<file path="config.mk">
export PLATFORM = sky130hd
export DESIGN_NAME = zle_xc9_fsm_flat
export DESIGN_NICKNAME = d
export VERILOG_FILES = /design/src/rtl/zle_xc9_fsm_if.sv /design/src/rtl/zle_xc9_fsm.sv /design/src/flat_wrapper.sv
export SDC_FILE = /design/constraint.sdc
export NUM_CORES = 1
export LEC_CHECK = 0
export BUFFER_PORTS_ARGS = -buffer_cell sky130_fd_sc_hd__buf_2
export CAP_MARGIN = 0
export CORE_AREA = 5 5 42 44
export DETAILED_ROUTE_END_ITERATION = 10
export DIE_AREA = 0 0 47 49
export GPL_ROUTABILITY_DRIVEN = 0
export REMOVE_ABC_BUFFERS = 1
export SLEW_MARGIN = 40
export SYNTH_ARGS = -nofsm -noshare
export SYNTH_HDL_FRONTEND = slang
export SYNTH_SLANG_ARGS = --single-unit
</file>
<file path="constraint.sdc">
create_clock -name clock -period 1.9 [get_ports clock]
set_clock_uncertainty 0.15 [all_clocks]
set_input_delay 0 -clock clock [delete_from_list [all_inputs] [get_ports clock]]
set_output_delay 0 -clock clock [all_outputs]
set_load 0.01 [all_outputs]
</file>
<file path="src/rtl/zle_xc9_fsm_if.sv">
// Control/status bundle between the zero run-length encoder FSM and its
// surroundings (stream fabric on one side, zle_xc9_dp on the other).
//   i_valid/i_ready  : input stream handshake (token visible on dp i_d)
//   o_valid/o_ready  : output stream handshake (token visible on dp o_d)
//   flush            : end-of-stream request, closes an open zero run
//   f_*              : datapath status flags
//   sel_o_d, sel_cnt : datapath output mux and count register selects
//   state, run_open  : FSM status
interface zle_xc9_fsm_if;
  localparam int unsigned SEL_CNT_W = 2;
  localparam int unsigned STATE_W   = 2;

  logic                 i_valid;
  logic                 i_ready;
  logic                 o_valid;
  logic                 o_ready;
  logic                 flush;
  logic                 f_start_i_eq_0;
  logic                 f_zeros_i_eq_0;
  logic                 f_zeros_t_cnt_eq_15;
  logic                 sel_o_d;
  logic [SEL_CNT_W-1:0] sel_cnt;
  logic [STATE_W-1:0]   state;
  logic                 run_open;

  // Environment side: stream fabric plus datapath flag source.
  modport master (
    output i_valid, o_ready, flush,
    output f_start_i_eq_0, f_zeros_i_eq_0, f_zeros_t_cnt_eq_15,
    input  i_ready, o_valid, sel_o_d, sel_cnt, state, run_open
  );

  // FSM side.
  modport slave (
    input  i_valid, o_ready, flush,
    input  f_start_i_eq_0, f_zeros_i_eq_0, f_zeros_t_cnt_eq_15,
    output i_ready, o_valid, sel_o_d, sel_cnt, state, run_open
  );
endinterface

</file>
<file path="src/rtl/zle_xc9_fsm.sv">
// Control FSM for the zero run-length encoder datapath zle_xc9_dp.
// Decides, each cycle, which token the datapath presents (input value or
// run token 16|cnt), how the run counter moves, and the stream handshakes.
// Handshake and select outputs are Mealy: they must answer within the same
// cycle as the input token so that a token costs zero cycles of latency.
//   clock : rising-edge clock
//   reset : synchronous, active-high
//   bus   : zle_xc9_fsm_if.slave (handshakes, flags, selects, status)
module zle_xc9_fsm (
  input  logic         clock,
  input  logic         reset,
  zle_xc9_fsm_if.slave bus
);
  localparam int unsigned SEL_CNT_W = 2;

  typedef enum logic [1:0] {
    ST_START   = 2'd0,
    ST_ZEROS   = 2'd1,
    ST_PENDING = 2'd2,
    ST_ILLEGAL = 2'd3
  } state_t;

  localparam logic [SEL_CNT_W-1:0] CNT_HOLD  = SEL_CNT_W'(0);
  localparam logic [SEL_CNT_W-1:0] CNT_LOAD1 = SEL_CNT_W'(1);
  localparam logic [SEL_CNT_W-1:0] CNT_CLEAR = SEL_CNT_W'(2);
  localparam logic [SEL_CNT_W-1:0] CNT_INC   = SEL_CNT_W'(3);

  state_t                r_state;
  state_t                w_next_state;
  logic                  w_i_ready;
  logic                  w_o_valid;
  logic                  w_sel_o_d;
  logic [SEL_CNT_W-1:0]  w_sel_cnt;

  // State register.
  always_ff @(posedge clock) begin
    if (reset) begin
      r_state <= ST_START;
    end else begin
      r_state <= w_next_state;
    end
  end

  // Next state and Mealy outputs. A stalled output leaves everything at the
  // defaults (hold count, hold state, no consume) because each branch only
  // commits when o_ready is high.
  always_comb begin
    w_i_ready    = 1'b0;
    w_o_valid    = 1'b0;
    w_sel_o_d    = 1'b0;
    w_sel_cnt    = CNT_HOLD;
    w_next_state = r_state;

    if (reset) begin
      // Clear the datapath count on the same edge the state returns to START.
      w_sel_cnt    = CNT_CLEAR;
      w_next_state = ST_START;
    end else begin
      case (r_state)
        ST_ZEROS: begin
          if (bus.i_valid) begin
            if (bus.f_zeros_i_eq_0 && !bus.f_zeros_t_cnt_eq_15) begin
              w_i_ready = 1'b1;
              w_sel_cnt = CNT_INC;
            end else if (bus.f_zeros_i_eq_0) begin
              // Run is full: emit it and let this zero open the next run.
              w_o_valid = 1'b1;
              w_sel_o_d = 1'b1;
              if (bus.o_ready) begin
                w_i_ready = 1'b1;
                w_sel_cnt = CNT_LOAD1;
              end
            end else begin
              // Nonzero closes the run; the value itself stays at the head
              // of the input and goes out from PENDING.
              w_o_valid = 1'b1;
              w_sel_o_d = 1'b1;
              if (bus.o_ready) begin
                w_sel_cnt    = CNT_CLEAR;
                w_next_state = ST_PENDING;
              end
            end
          end else if (bus.flush) begin
            w_o_valid = 1'b1;
            w_sel_o_d = 1'b1;
            if (bus.o_ready) begin
              w_sel_cnt    = CNT_CLEAR;
              w_next_state = ST_START;
            end
          end
        end

        ST_PENDING: begin
          if (bus.i_valid) begin
            w_o_valid = 1'b1;
            w_i_ready = bus.o_ready;
            if (bus.o_ready) begin
              w_next_state = ST_START;
            end
          end
        end

        default: begin
          // START, and the unused encoding which recovers to START.
          w_next_state = ST_START;
          if (bus.i_valid) begin
            if (bus.f_start_i_eq_0) begin
              w_i_ready    = 1'b1;
              w_sel_cnt    = CNT_LOAD1;
              w_next_state = ST_ZEROS;
            end else begin
              w_o_valid = 1'b1;
              w_i_ready = bus.o_ready;
            end
          end
        end
      endcase
    end
  end

  assign bus.i_ready  = w_i_ready;
  assign bus.o_valid  = w_o_valid;
  assign bus.sel_o_d  = w_sel_o_d;
  assign bus.sel_cnt  = w_sel_cnt;
  assign bus.state    = 2'(r_state);
  assign bus.run_open = (r_state == ST_ZEROS);

endmodule

</file>
<file path="src/flat_wrapper.sv">
// flat-port wrapper written by rule: the top's interface ports become plain ports
module zle_xc9_fsm_flat 
  (clock, reset, bus_i_valid, bus_o_ready, bus_flush, bus_f_start_i_eq_0, bus_f_zeros_i_eq_0, bus_f_zeros_t_cnt_eq_15, bus_i_ready, bus_o_valid, bus_sel_o_d, bus_sel_cnt, bus_state, bus_run_open);
  zle_xc9_fsm_if bus_i ();
  input  logic clock;
  input  logic reset;
  input wire logic [$bits(bus_i.i_valid)-1:0] bus_i_valid;
  input wire logic [$bits(bus_i.o_ready)-1:0] bus_o_ready;
  input wire logic [$bits(bus_i.flush)-1:0] bus_flush;
  input wire logic [$bits(bus_i.f_start_i_eq_0)-1:0] bus_f_start_i_eq_0;
  input wire logic [$bits(bus_i.f_zeros_i_eq_0)-1:0] bus_f_zeros_i_eq_0;
  input wire logic [$bits(bus_i.f_zeros_t_cnt_eq_15)-1:0] bus_f_zeros_t_cnt_eq_15;
  output wire logic [$bits(bus_i.i_ready)-1:0] bus_i_ready;
  output wire logic [$bits(bus_i.o_valid)-1:0] bus_o_valid;
  output wire logic [$bits(bus_i.sel_o_d)-1:0] bus_sel_o_d;
  output wire logic [$bits(bus_i.sel_cnt)-1:0] bus_sel_cnt;
  output wire logic [$bits(bus_i.state)-1:0] bus_state;
  output wire logic [$bits(bus_i.run_open)-1:0] bus_run_open;
  assign bus_i.i_valid = bus_i_valid;
  assign bus_i.o_ready = bus_o_ready;
  assign bus_i.flush = bus_flush;
  assign bus_i.f_start_i_eq_0 = bus_f_start_i_eq_0;
  assign bus_i.f_zeros_i_eq_0 = bus_f_zeros_i_eq_0;
  assign bus_i.f_zeros_t_cnt_eq_15 = bus_f_zeros_t_cnt_eq_15;
  assign bus_i_ready = bus_i.i_ready;
  assign bus_o_valid = bus_i.o_valid;
  assign bus_sel_o_d = bus_i.sel_o_d;
  assign bus_sel_cnt = bus_i.sel_cnt;
  assign bus_state = bus_i.state;
  assign bus_run_open = bus_i.run_open;
  zle_xc9_fsm u_core (.clock(clock), .reset(reset), .bus(bus_i));
endmodule
</file>
==> results.md, run 1 <==
* Worst Setup End Kind: primary output
* Clk sinks at 2
* Status: completed
* Initial core utilization at between 20% and 30%
* Pwr per Cell Area at 430 nW/µm²
* Pre-Repair DR Iteration Count at 2
* Via Count at approximately 400
* Clock Pin Slew Worst Setup and Hold Paths at approximately 30 ps
* Ys Warns at 0
* Crit path time final at 1740 ps
* CTS Root Cell: clkbuf_4
* I/O pins at 16
* Grt ovf at 0
* CTS tree: done
* Max Buffers Root-to-Sink at 2
* RSZ-0062 raised after global routing: false
* Largest net degree at the start of global routing at 11
* Yosys reg bits at 2
* # rows at 14
* Inserted Clock Buffers at 3
* # port buffers at 15
* Gate Count Post-Synth at 47
* LEAKAGE at approximately 0.21 nW
* Drt drc at 0
* P&R area growth vs syn at 45.7%
* Mapped cell area at a little over 300 µm²
* Slew margin rel. at between 80% and 90%
* Nets@finish at 78
* MaxCap Viol Count at 0
* Routed vias/inst at roughly 4.8
* Count of final hold-check violations at 0
* WP data arrival at 1590 ps
* Die W at between 40 and 50 µm
* Final wirelength at 884 µm
* Fmax at around 570 MHz
* Placed cell count at 77
* Slew Viols, Final at 0
* Share of cells above drive strength 1 at around a third
* Final Instance Count excl. Fillers at 82
* Initial DRC count at 3
* Number of global-route vias before repair at 360
* Commonest non-fill, non-tap cells in the layout: buf_2 (15), inv_1 (6), a21oi_1 (5), nor2_1 (5), nand2_1 (4)
* Setup TNS at 0 ps
* CP required at roughly 1800 ps
* Wire per inst at about 11 µm
* Die Area at 2300 µm²
* Tcrit/Tclk final at about nine tenths
* Peak VDD IR at roughly 0.25 mV
* Initial antenna violation count at 0
* Total chip power at about 0.19 mW
* Hold WC Path Type: primary input to flop
* Final Setup Violations at 0
* Detail Placement HPWL at around 700 µm
* Slew @ Worst Pin at 270 ps
* Ant diodes at 0
* First-pass GRT wire length at 1.41 mm
* Die height at 49 µm
* Max FFs per register at 2
* Core area at about 1400 µm²
* Critical path class: flop to primary output
* Seq/Total Area, Yosys at 13.0%
* Cell variety after synth at 23
* Commonest non-fill, non-tap cell in the layout: buf_2
* Fill count at 168
* Post-Syn Area per Cell at between 6 and 7 µm²
* Fin util at between 30% and 40%
* H-tree levels at 1
* Crit path launch type: flop
* DRT antenna net count at 0
* Fin Hold WS at about 84 ps
* CP Max Fanout at 8
* GRT Util Overall at ~8.3%
* Post-CTS setup buffer count at 0
* Worst-Skew Late Latency at approximately 220 ps
==> kinds of logic (layout without fill, tap and decap cells) <==
logic type                 count (synthesis)  count (layout)  share of synthesized area [%]
adders and majority gates                  2               2                           8.10
DFF                                        2               2                           13.0
muxes                                      1               1                           3.24
buffers and inverters                      7              26                           8.90
and+or+nand+nor                           21              21                           35.6
AOI/OAI and AO/OA                         14              14                           31.2
==> cell type report <==
| type | count | area [µm²] | share of cell area (%) |
|---|---|---|---|
| clock buffers | 3 | 22.5 | 5.00 |
| repair buffers | 17 | 95.1 | 21.1 |
| well taps | 16 | 20.0 | 4.44 |
| flip-flops and latches | 2 | 40.0 | 8.89 |
| inverters | 6 | 22.5 | 5.00 |
| multi-input cells | 38 | 250 | 55.6 |
==> metrics by stage <==
stage | setup WS (ps) | cell area (µm²)
final | 161 | 450
after global routing | 34.8 | 450
after CTS | 102 | 442
after detailed placement | 297 | 399
after global placement | 311 | 399
after floorplan | 301 | 304
==> path summary, 6_finish.rpt <==
kind,start,to,slack [ps],cells past startpoint
worst max-delay path,u_core.bus.state[1],bus_i_ready,160,7
worst min-delay path,bus_o_ready,u_core.bus.state[1],80,4
worst max register to register,u_core.bus.state[1],u_core.bus.state[0],290,6
worst min register to register,u_core.bus.state[0],u_core.bus.state[0],370,2
==> worst max-delay path, cell delays in order (launching register included) <==
cell      delay (ps)
dfxtp_1          330
inv_1             80
ha_1             280
nand2_1          150
nand2b_1          60
a211oi_1         250
nor3_1            80
buf_2            140
==> cell usage after synthesis <==
cell      number  area, µm²
nor4b_1        1       8.76
inv_1          6       22.5
buf_2          1       5.00
nand2b_1       2       12.5
o21ai_1        1       5.00
nor2b_1        3       18.8
mux2i_1        1       10.0
nor3_1         2       10.0
nand2_1        4       15.0
a21oi_1        5       25.0
o32ai_1        1       8.76
or2_1          1       6.26
dfxtp_1        2       40.0
o21ai_0        1       5.00
o311a_1        1       10.0
a211oi_1       1       7.51
o31ai_2        1       12.5
ha_1           2       25.0
nor3b_1        1       7.51
o211ai_1       1       7.51
a21o_1         2       15.0
nand4_1        2       12.5
nor2_1         5       18.8
==> timing repair <==
item	in CTS	in global routing
hold endpoints to repair	2	0
gates resized for setup	0	2
hold buffers	2	0
endpoints found under the setup margin	0	1
==> report_power, final <==
group / internal (mW) / switching [mW]
clock: 0.0694 / 0.0212
sequential: 0.0434 / 0.000646
combinational: 0.0260 / 0.0329
==> layer usage <==
metal | global-route usage (%) | part of all wire [%]
met5 | 0 | 0
met4 | 5.53 | 0
met3 | 2.21 | 5.5
met2 | 13.1 | 50
met1 | 9.21 | 44
Note: power is estimated with default switching activity, not from simulation.
==> run 2: changes to the inputs <==
--- a/config.mk
+++ b/config.mk
@@ -12,6 +12,7 @@
 export DIE_AREA = 0 0 47 49
 export GPL_ROUTABILITY_DRIVEN = 0
 export REMOVE_ABC_BUFFERS = 1
+export SETUP_SLACK_MARGIN = 0.3
 export SLEW_MARGIN = 40
 export SYNTH_ARGS = -nofsm -noshare
 export SYNTH_HDL_FRONTEND = slang
==> run 2 against run 1 <==
Worst setup slack better by 150 ps. Global-route usage up 0.63 points. Maximum frequency up 9.7%. Core utilization up 5.6 points. Largest power group unchanged.
==> results.md, run 2 (synthesis results as in run 1) <==
* Inserted Clock Buffers at 3
* Switching part of the total power at between 20 and 30%
* Fmax at around 630 MHz
* Via Count at about 400
* Initial core utilization at between 20% and 30%
* Hold EP: u_core.bus.state[1]
* Commonest non-fill, non-tap cell in the layout: buf_2
* Core area at around 1400 µm²
* Ant diodes at 0
* Wire per inst at roughly 12 µm
* LEAKAGE at between 0.2 and 0.25 nW
* CP Max Fanout at 8
* Detail Placement HPWL at 706 µm
* I/O pins at 16
* CTS tree: done
* Setup TNS at 0 ps
* Design internal power at ~0.14 mW
* Die height at around 49 µm
* Max FFs per register at 2
* RSZ-0062 raised after global routing: true
* Clk sinks at 2
* Largest net degree at the start of global routing at 11
* H-tree levels at 1
* Nets@finish at 81
* Hold WC Path Type: primary input to flop
* # port buffers at 15
* Crit path time final at 1580 ps
* Die W at 47 µm
* Worst r2r src: u_core.bus.state[0]
* # rows at 14
* Tcrit/Tclk final at about 83%
* Worst r2r path cells at 5
* Combinational share of power at between 30% and 40%
* Pwr per Cell Area at 385 nW/µm²
* Initial DRC count at 3
* Fill count at ~160
* Fin util at ~38%
* Share of cells above drive strength 1 at a little under half
* Clock Pin Slew Worst Setup and Hold Paths at around 30 ps
* First-pass GRT wire length at between 1.5 and 2 mm
* Max Buffers Root-to-Sink at 2
* WP data arrival at approximately 1600 ps
* Clock power frac at 44.5%
* Register area at ~48 µm²
* Die Area at 2300 µm²
* Pre-Repair DR Iteration Count at 2
* R2r setup slk at 320 ps
* Count of final hold-check violations at 0
* Critical path class: flop to flop
* Initial antenna violation count at 0
* Worst Hold Launch: bus_o_ready
* Commonest non-fill, non-tap cells in the layout: buf_2 (15), a21oi_1 (5), nor2_1 (4), inv_1 (4)
* Peak VDD IR at 0.259 mV
* Multi-input gate area at a little under 300 µm²
* CP required at 1880 ps
* Final Setup Violations at 0
* Slew Viols, Final at 0
* Slew margin rel. at 81.8%
* Hold path depth at 4
* Crit path launch type: flop
* DRT antenna net count at 0
* Worst-Skew Late Latency at roughly 220 ps
* CTS Root Cell: clkbuf_4
* Final wirelength at around 990 µm
* P_sw at 0.0606 mW
* Grt ovf at 0
* Status: completed
* MaxCap Viol Count at 0
* Routed vias/inst at 4.73
* Sequential share of power at approximately a fifth
* Worst Setup End Kind: flop
* Slew @ Worst Pin at 272 ps
* RR Endpoint: u_core.bus.state[0]
* Number of global-route vias before repair at between 300 and 400
* P&R area growth vs syn at 71.3%
* GRT Util Overall at under 10%
* Drt drc at 0
==> run 2: cell count changes in the layout (fill, tap and decap cells not counted), sizes merged <==
| cell | before | now |
|---|---|---|
| buf | 15 | 18 |
==> run 2: worst max-delay path by stage <==
stage | from | endpoint | slack (ps) | cells past startpoint
floorplan | u_core.bus.state[0] | u_core.bus.state[0] | 300 | 4
CTS | u_core.bus.state[0] | bus_sel_cnt[1] | 300 | 5
detailed placement | u_core.bus.state[0] | u_core.bus.state[0] | 300 | 4
finish | u_core.bus.state[0] | u_core.bus.state[0] | 320 | 5
global placement | u_core.bus.state[1] | u_core.bus.state[0] | 310 | 6
global route | u_core.bus.state[0] | u_core.bus.state[0] | 250 | 5
==> run 2: cell type report <==
class,count,share of cell area [%]
multi-input combinational,38,56.0
inverter,6,4.73
timing repair buffer,20,22.2
clock buffer,3,4.26
tap,16,3.78
sequential,2,8.98
==> run 2: critical path: stages (launching register included) <==
cell,delay (ps)
dfxtp_4,350
inv_2,60
ha_4,280
buf_4,150
o311a_1,330
o31ai_2,170
==> run 2: timing repair <==
item | 4_1_cts | 5_1_grt
pin swaps | 1 | 6
setup endpoints to repair | 5 | 4
gates cloned | 0 | 0
gates resized for setup | 10 | 7
hold endpoints to repair | 2 | 0
hold buffers | 2 | 0
buffers inserted | 0 | 3
==> run 2: per-layer routing <==
metal  vias up  wire (µm)  global-route usage (%)
li1        213          -                       -
met2         8        526                    14.7
met1       181        419                    9.65
met4         0          0                    5.53
met5         -          0                       0
met3         0         45                    2.21
==> run 2: power groups by stage <==
stage	Combinational (mW)	Sequential, mW	Clock [mW]
after floorplan	0.0291	0.0450	0
after global placement	0.0544	0.0445	0
final	0.0706	0.0425	0.0908
after CTS	0.0629	0.0447	0.0969
after detailed placement	0.0543	0.0445	0
after global routing	0.0772	0.0426	0.108
==> run 2: metrics by stage <==
stage	hold slack, ps	power, mW	instances	setup slack, ps	area (µm²)
after global placement	113	0.0988	77	311	399
after detailed placement	102	0.0989	77	297	399
after global routing	102	0.227	85	254	529
after CTS	89.8	0.205	82	296	483
final	94.3	0.204	85	315	529
after floorplan	-102	0.0741	46	301	304
==> run 3: changes to the inputs <==
==> constraint.sdc (replaced) <==
create_clock -name clock -period 1.55 [get_ports clock]
set_clock_uncertainty 0.15 [all_clocks]
set_input_delay 0 -clock clock [delete_from_list [all_inputs] [get_ports clock]]
set_output_delay 0 -clock clock [all_outputs]
set_load 0.01 [all_outputs]
==> run 3 against run 2 <==
The run now ends with negative setup slack left. Hold slack improved by 16 ps. Die area did not move. Highest routed layer is now met4. Critical path type is now flop to primary output. Clock power rose by 24%. Largest power group unchanged.
==> results.md, run 3 (synthesis results as in run 1) <==
* GRT Util Overall at 11.0%
* Setup TNS at -112 ps
* LEAKAGE at 0.262 nW
* CP required at around 1400 ps
* Count of final hold-check violations at 0
* Core area at 1400 µm²
* Worst-Skew Late Latency at around 220 ps
* Max Buffers Root-to-Sink at 2
* Die W at about 47 µm
* MaxCap Viol Count at 0
* CTS tree: done
* Worst r2r src: u_core.bus.state[0]
* Initial DRC count at 5
* Worst Setup End Kind: primary output
* Nets@finish at 85
* Final Setup Violations at 2
* CTS Root Cell: clkbuf_4
* CP Max Fanout at 7
* Die height at 49 µm
* Commonest non-fill, non-tap cells in the layout: buf_2 (14), buf_4 (6), a21oi_1 (4), nor2_1 (4), inv_1 (4)
* Place WS at 0.633 ps
* DRT antenna net count at 0
* Commonest non-fill, non-tap cell in the layout: buf_2
* # rows at 14
* Slew Viols, Final at 0
* Worst setup margin at -69.2 ps
* Via Count at around 440
* Largest net degree at the start of global routing at 9
* Share of cells above drive strength 1 at around three fifths
* R2r setup slk at 90 ps
* Critical path class: flop to primary output
* Initial core utilization at 22.1%
* P&R area growth vs syn at 93.5%
* Pwr per Cell Area at approximately 450 nW/µm²
* Final wirelength at around 1.1 mm
* Hold path depth at 5
* Detail Placement HPWL at around 690 µm
* Status: finished with violations
* Hold WC Path Type: primary input to flop
* Failing checks: negative setup slack
* Ant diodes at 0
* Inserted Clock Buffers at 3
* WP data arrival at 1470 ps
* First-pass GRT wire length at ~1.9 mm
* # port buffers at 15
* Drt drc at 0
* Slew @ Worst Pin at 271 ps
* Grt ovf at 0
* Die Area at roughly 2300 µm²
* I/O pins at 16
* Tcrit/Tclk final at 104%
* Clock Pin Slew Worst Setup and Hold Paths at around 30 ps
* Slew margin rel. at roughly 82%
* Worst r2r path cells at 6
* Fmax at between 600 and 700 MHz
* Worst Hold Launch: bus_flush
* Hold EP: u_core.bus.state[1]
* Clk sinks at 2
* Crit path time final at between 1500 and 2000 ps
* Peak VDD IR at 0.273 mV
* H-tree levels at 1
* Crit path launch type: flop
* Routed vias/inst at roughly 5
* Initial antenna violation count at 0
* RSZ-0062 raised after global routing: true
* Pre-Repair DR Iteration Count at 4
* Number of global-route vias before repair at 475
* RR Endpoint: u_core.bus.state[0]
* Max FFs per register at 2
* Wire per inst at about 13 µm
-- run 3: area by class of cell --
type                    instances  area [µm²]
flip-flops and latches          2        47.5
multi-input cells              38         325
clock buffers                   3        22.5
repair buffers                 24         158
fillers                       144         803
well taps                      16        20.0
inverters                       6        25.0
-- run 3: repair_timing --
| item | 4_1_cts | 5_1_grt |
|---|---|---|
| endpoints found under the setup margin | 7 | 8 |
| endpoints found under the hold margin | 2 | 0 |
| buffers inserted | 5 | 0 |
| hold buffers | 2 | 0 |
| resized for setup | 18 | 8 |
| pin swaps | 7 | 1 |
-- run 3: worst max path at each step --
| stage | end | start | depth (start not counted) |
|---|---|---|---|
| 2_1_floorplan | u_core.bus.state[0] | u_core.bus.state[0] | 4 |
| 3_3_place_gp | u_core.bus.state[0] | u_core.bus.state[1] | 6 |
| 3_5_place_dp | u_core.bus.state[0] | u_core.bus.state[1] | 6 |
| 4_1_cts | bus_o_valid | u_core.bus.state[0] | 6 |
| 5_1_grt | bus_i_ready | u_core.bus.state[0] | 7 |
| 6_report | bus_o_valid | u_core.bus.state[0] | 6 |
-- run 3: critical path, cell delays in order, from the launching register on --
cell,delay [ps]
dfxtp_4,340
inv_4,40
ha_4,270
buf_6,130
mux2i_2,220
o32ai_2,100
buf_2,150
-- run 3: stage by stage --
| step | hold WS (ps) | instance area [µm²] | utilization [%] | total power, mW | std cells |
|---|---|---|---|---|---|
| finish | 110 | 598 | 42.7 | 0.268 | 89 |
| global route | 132 | 598 | 42.7 | 0.291 | 89 |
| CTS | 93.9 | 569 | 40.6 | 0.269 | 89 |
| detailed placement | 116 | 414 | 29.6 | 0.124 | 79 |
| global placement | 119 | 414 | 29.6 | 0.125 | 79 |
| floorplan | -102 | 304 | - | 0.0908 | 46 |
-- run 3: layer usage --
layer | track usage [%] | routed length, µm | up-vias
li1 | - | - | 221
met1 | 11.4 | 420 | 208
met2 | 18.8 | 649 | 13
met3 | 2.21 | 58 | 2
met4 | 7.37 | 8 | 0
met5 | 0 | 0 | -
-- run 3: power breakdown --
| part | internal, mW | total (mW) | switching [mW] |
|---|---|---|---|
| clock network | 0.0852 | 0.113 | 0.0277 |
| registers | 0.0505 | 0.0517 | 0.00115 |
| logic | 0.0507 | 0.104 | 0.0531 |
